### config.mk
export PLATFORM = sky130hd
export DESIGN_NAME = event_encoder
export DESIGN_NICKNAME = d
export VERILOG_FILES = /design/src/rtl/event_encoder.sv
export SDC_FILE = /design/constraint.sdc
export NUM_CORES = 1
export LEC_CHECK = 0
export ABC_AREA = 1
export CORE_MARGIN = 10
export CORE_UTILIZATION = 35
export CTS_BUF_LIST = sky130_fd_sc_hd__clkbuf_4
export DETAILED_ROUTE_END_ITERATION = 10
export PLACE_DENSITY = 0.65
export SYNTH_ARGS = -nofsm -noshare
export SYNTH_HDL_FRONTEND = slang
export SYNTH_SLANG_ARGS = --single-unit
### constraint.sdc
create_clock -name clk -period 1.2 [get_ports clk]
set_input_delay 0.18 -clock clk [delete_from_list [all_inputs] [get_ports clk]]
set_output_delay 0.18 -clock clk [all_outputs]
set_load 0.03 [all_outputs]
### src/rtl/event_encoder.sv
// event_encoder: sequential N-to-log2(N) encoder.
// Catches rising edges on the request lines as sticky pending bits.
// Hands them out one at a time as a binary address over a valid/ready port.
// Optional feature: define ROUND_ROBIN_EN for rotating priority.
// The search then starts after the last granted line.
// Without ROUND_ROBIN_EN, the lowest pending index always wins.
module event_encoder #(
   parameter int N_REQ  = 4,
   parameter int ADDR_W = 2
) (
   input  logic              clk,
   input  logic              reset_n,
   input  logic              enable,
   input  logic [N_REQ-1:0]  req,
   input  logic              out_ready,
   output logic              out_valid,
   output logic [ADDR_W-1:0] out_addr,
   output logic [N_REQ-1:0]  pending,
   output logic              overrun
);

   // The output register is the only state: it is either empty or holds a grant.
   typedef enum logic {
      EMPTY = 1'b0,
      FULL  = 1'b1
   } out_state_t;

   localparam logic [N_REQ-1:0] ONE_HOT_0 = {{(N_REQ-1){1'b0}}, 1'b1};

   out_state_t        state;
   out_state_t        state_next;
   logic [N_REQ-1:0]  req_q;
   logic [N_REQ-1:0]  req_event;
   logic [N_REQ-1:0]  sel_onehot;
   logic [N_REQ-1:0]  pending_next;
   logic [ADDR_W-1:0] sel_idx;
   logic [ADDR_W-1:0] addr_next;
   logic              sel_found;
   logic              load;
   logic              overrun_next;
`ifdef ROUND_ROBIN_EN
   logic [ADDR_W-1:0] last_grant;
   logic [ADDR_W-1:0] cand;
`endif

   assign req_event = req & ~req_q;
   assign out_valid = (state == FULL);
   assign load      = enable & (~out_valid | out_ready) & (|pending);

`ifdef ROUND_ROBIN_EN
   // Rotating search: scan from the line after the last grant and wrap.
   // Address arithmetic wraps naturally because N_REQ is a power of two.
   always_comb begin
      sel_idx   = '0;
      sel_found = 1'b0;
      cand      = '0;
      for (int i = 0; i < N_REQ; i++) begin
         cand = last_grant + ADDR_W'(i + 1);
         if (!sel_found && pending[cand]) begin
            sel_idx   = cand;
            sel_found = 1'b1;
         end
      end
   end
`else
   // Fixed priority: the lowest pending index wins.
   always_comb begin
      sel_idx   = '0;
      sel_found = 1'b0;
      for (int i = 0; i < N_REQ; i++) begin
         if (!sel_found && pending[i]) begin
            sel_idx   = ADDR_W'(i);
            sel_found = 1'b1;
         end
      end
   end
`endif

   // Clear the granted bit and merge new events.
   // An event on the line being granted re-arms that line.
   // An event on any other already-pending line is lost and flagged as overrun.
   always_comb begin
      sel_onehot   = '0;
      if (load) begin
         sel_onehot = ONE_HOT_0 << sel_idx;
      end
      pending_next = (pending & ~sel_onehot) | req_event;
      overrun_next = |(req_event & pending & ~sel_onehot);
   end

   // Output register next state.
   // Load a new grant whenever the slot is free or being consumed.
   // Otherwise empty the slot on a bare handshake.
   always_comb begin
      state_next = state;
      addr_next  = out_addr;
      if (load) begin
         state_next = FULL;
         addr_next  = sel_idx;
      end else if (enable && out_valid && out_ready) begin
         state_next = EMPTY;
      end
   end

   // Output state register; it is frozen entirely while disabled.
   always_ff @(posedge clk or negedge reset_n) begin
      if (!reset_n) begin
         state    <= EMPTY;
         out_addr <= '0;
      end else if (enable) begin
         state    <= state_next;
         out_addr <= addr_next;
      end
   end

   // Edge-detect history and pending set; both frozen while disabled.
   // Edges that happen while frozen are seen against the old req_q once enable returns.
   always_ff @(posedge clk or negedge reset_n) begin
      if (!reset_n) begin
         req_q   <= '0;
         pending <= '0;
      end else if (enable) begin
         req_q   <= req;
         pending <= pending_next;
      end
   end

   // Overrun is a single-cycle pulse and always drops while disabled.
   always_ff @(posedge clk or negedge reset_n) begin
      if (!reset_n) begin
         overrun <= 1'b0;
      end else if (enable) begin
         overrun <= overrun_next;
      end else begin
         overrun <= 1'b0;
      end
   end

`ifdef ROUND_ROBIN_EN
   // Remember the most recent grant so the next search starts just after it.
   always_ff @(posedge clk or negedge reset_n) begin
      if (!reset_n) begin
         last_grant <= '0;
      end else if (load) begin
         last_grant <= sel_idx;
      end
   end
`endif

endmodule

==> impl_results.md <==
* I/O Pins at 16
* Max Cap Viol at 0
* Die area at 3730 um^2
* Synth area leader: dfrtp_1
* Pwr dens at 1480 nW/um^2
* Die W at 61.08 um
* Post-synthesis sequential area ratio at 50.85%
* Deepest clock path buffer count at 2
* Kind of critical path: reg2out
* Synth cell types at 18
* CORE AREA at 1559 um^2
* Min-delay worst type: in2async
* Die Y at 61.08 um
* Port-buffer cells at 15
* Gate Count Post-Synth at 69
* Vias at 522
* Critical path endpoint category: output port
* Final cell count without fillers at 108
* Rows at 14
* WL final at 1.359 mm
* Max Slew Vio Count at 0
* Max H-tree Level at 1
* Initial antenna violation count at 0
* Starting density of the core at 37.88%
* Pin count of the biggest net entering global routing at 13
* Clock root buffer: clkbuf_4
* Count of final hold-check violations at 0
* GRT Util Overall at 8.235%
* TritonRoute pass-1 iters at 4
* Ratio of cells with drive above 1 in the final layout at 28.26%
* Routed len/inst at 12.58 um
* Synthesized area at 590.6 um^2
* Total grt overflow at 0
* Post-DP HPWL at 1.097 mm
* Arrival time worst endpoint at 0.97 ns
* ANT nets after route at 0
* Clock skew at 0.003132 ns
* Min Tclk post-route at 1.154 ns
* CTS tree: built
* Fmax at 866.9 MHz
* CTS sink count at 12
* Status: finished clean
* Placed insts at 104
* ANT cells at 0
* Slew margin rel. at 79.75%
* Filler cell count at 156
* CTS buffer count at 3
* Vias in the first global route at 517
* RSZ-0062 raised after global routing: true
* Synthesis Warnings at 0
* DRT iter0 DRCs at 9
* Flops & latches, synth at 12
* Reg clk slew, reported paths at 0.08 ns
* Final nets at 101
* Fin crit share at 96.13%
* Net count after synthesis at 77
* P_leak at 0.0004096 uW
* RePlAce Congestion at 0.7762
* Req. time, crit path at 1.02 ns
* Top cell type's share of synthesized area at 50.85%
* Area Growth Syn to Fin at 36.23%
* Remaining DRCs at 0
* Skew-Pair Late Insertion Delay at 0.27 ns
* Crit path launch type: flop
* Setup-failing EPs final at 0
* First-pass GRT wire length at 2.346 mm
* Hold buffers post-CTS at 0
* Synth area leaders: dfrtp_1 (51%), nand2_1 (11%), nor2_1 (5.7%)
* DR vias/cell at 4.833
* Peak VDD IR at 0.9198 mV
* Average cell area after synthesis at 8.559 um^2
* Transition time of the tightest slew-check pin at 0.3049 ns
* Crit Path Max Fanout at 3
* Tot Pwr at 1191 uW
[stage by stage]
| stage | hold WS [ns] | area [um^2] | setup slack (ns) | util (%) | setup TNS (ns) |
|---|---|---|---|---|---|
| after floorplan | -0.1156 | 593.1 | 0.03770 | - | 0 |
| after global placement | 0.4705 | 772.0 | -0.2342 | 49.52 | -1.165 |
| after detailed placement | 0.4861 | 772.0 | -0.2622 | 49.52 | -1.477 |
| after CTS | 0.2109 | 797.0 | 0.02154 | 51.12 | 0 |
| after global routing | 0.2229 | 804.5 | -0.01039 | 51.61 | -0.01039 |
| final | 0.2073 | 804.5 | 0.04643 | 51.61 | 0 |
[registers in the layout, summed over array words and instances (netlist names)]
signal,flops
out_addr,2
out_valid,1
overrun,1
pending,4
req_q,4
[placed cells by master, fill, tap and decap left out, drive strengths merged]
cell type,synthesis,final
nand2,20,20
buf,1,12
dfrtp,12,12
inv,10,10
nor2,9,9
o21ai,6,6
clkdlybuf4s50,0,6
nand3,3,3
clkbuf,0,3
a21oi,2,2
a22o,2,2
nand4,1,1
o31ai,1,1
o221ai,1,1
a21boi,1,1
clkinv,0,1
dlymetal6s2s,0,1
clkdlybuf4s15,0,1
[timing repair]
item / in CTS / in global routing
setup buffers: 0 / 0
endpoints found under the setup margin: 1 / 5
gates resized for setup: 1 / 4
[cells in the mapped netlist (all sizes together)]
cell type	instances
inv	10
a21oi	2
a21boi	1
o221ai	1
nand3	3
o31ai	1
o21ai	6
dfrtp	12
buf	1
nand2	20
a22o	2
nand4	1
nor2	9
[worst paths after layout]
kind                                  start     endpoint  slack, ns  cells after the start
worst max register to register   pending[1]      overrun       0.08                      8
worst min-delay path                reset_n  out_addr[0]       0.21                      2
max in group asynchronous           reset_n   pending[1]       0.82                      2
worst min register to register  out_addr[0]  out_addr[0]       0.50                      2
worst max-delay path             pending[0]   pending[0]       0.05                      2
min in group clk                     enable   pending[2]       0.41                      3
[power by group]
part	total, uW	internal [uW]	switching [uW]
registers	528	469	59.5
clock network	256	120	136
logic	406	167	239
total	1190	757	434
[worst max-delay path: stages (launching register included)]
cell and delay, ns:
dfrtp_2 0.42, buf_4 0.15, buf_6 0.13
[area by class of cell]
class / count / area, um^2 / share of cell area, %
sequential: 12 / 302.8 / 37.64
clock buffer: 3 / 22.52 / 2.799
tap: 16 / 20.02 / 2.488
clock inverter: 1 / 3.754 / 0.4666
timing repair buffer: 20 / 176.4 / 21.93
multi-input combinational: 46 / 236.5 / 29.39
inverter: 10 / 42.54 / 5.288
[per-layer routing]
layer,part of all wire (%),vias up,track usage [%]
met5,0,-,0
met4,1.2,0,1.954
met3,12,2,5.350
met2,42,17,11.69
met1,45,233,10.11
li1,-,270,-
[cells by family after synthesis]
kind of cell / count (synthesis) / synth area share, %
AND/OR/NAND/NOR: 33 / 23.30
AO/OA/AOI/OAI: 13 / 16.74
flip-flops: 12 / 50.85
buffers and inverters: 11 / 9.110
Power figures use the tool's default switching activity.
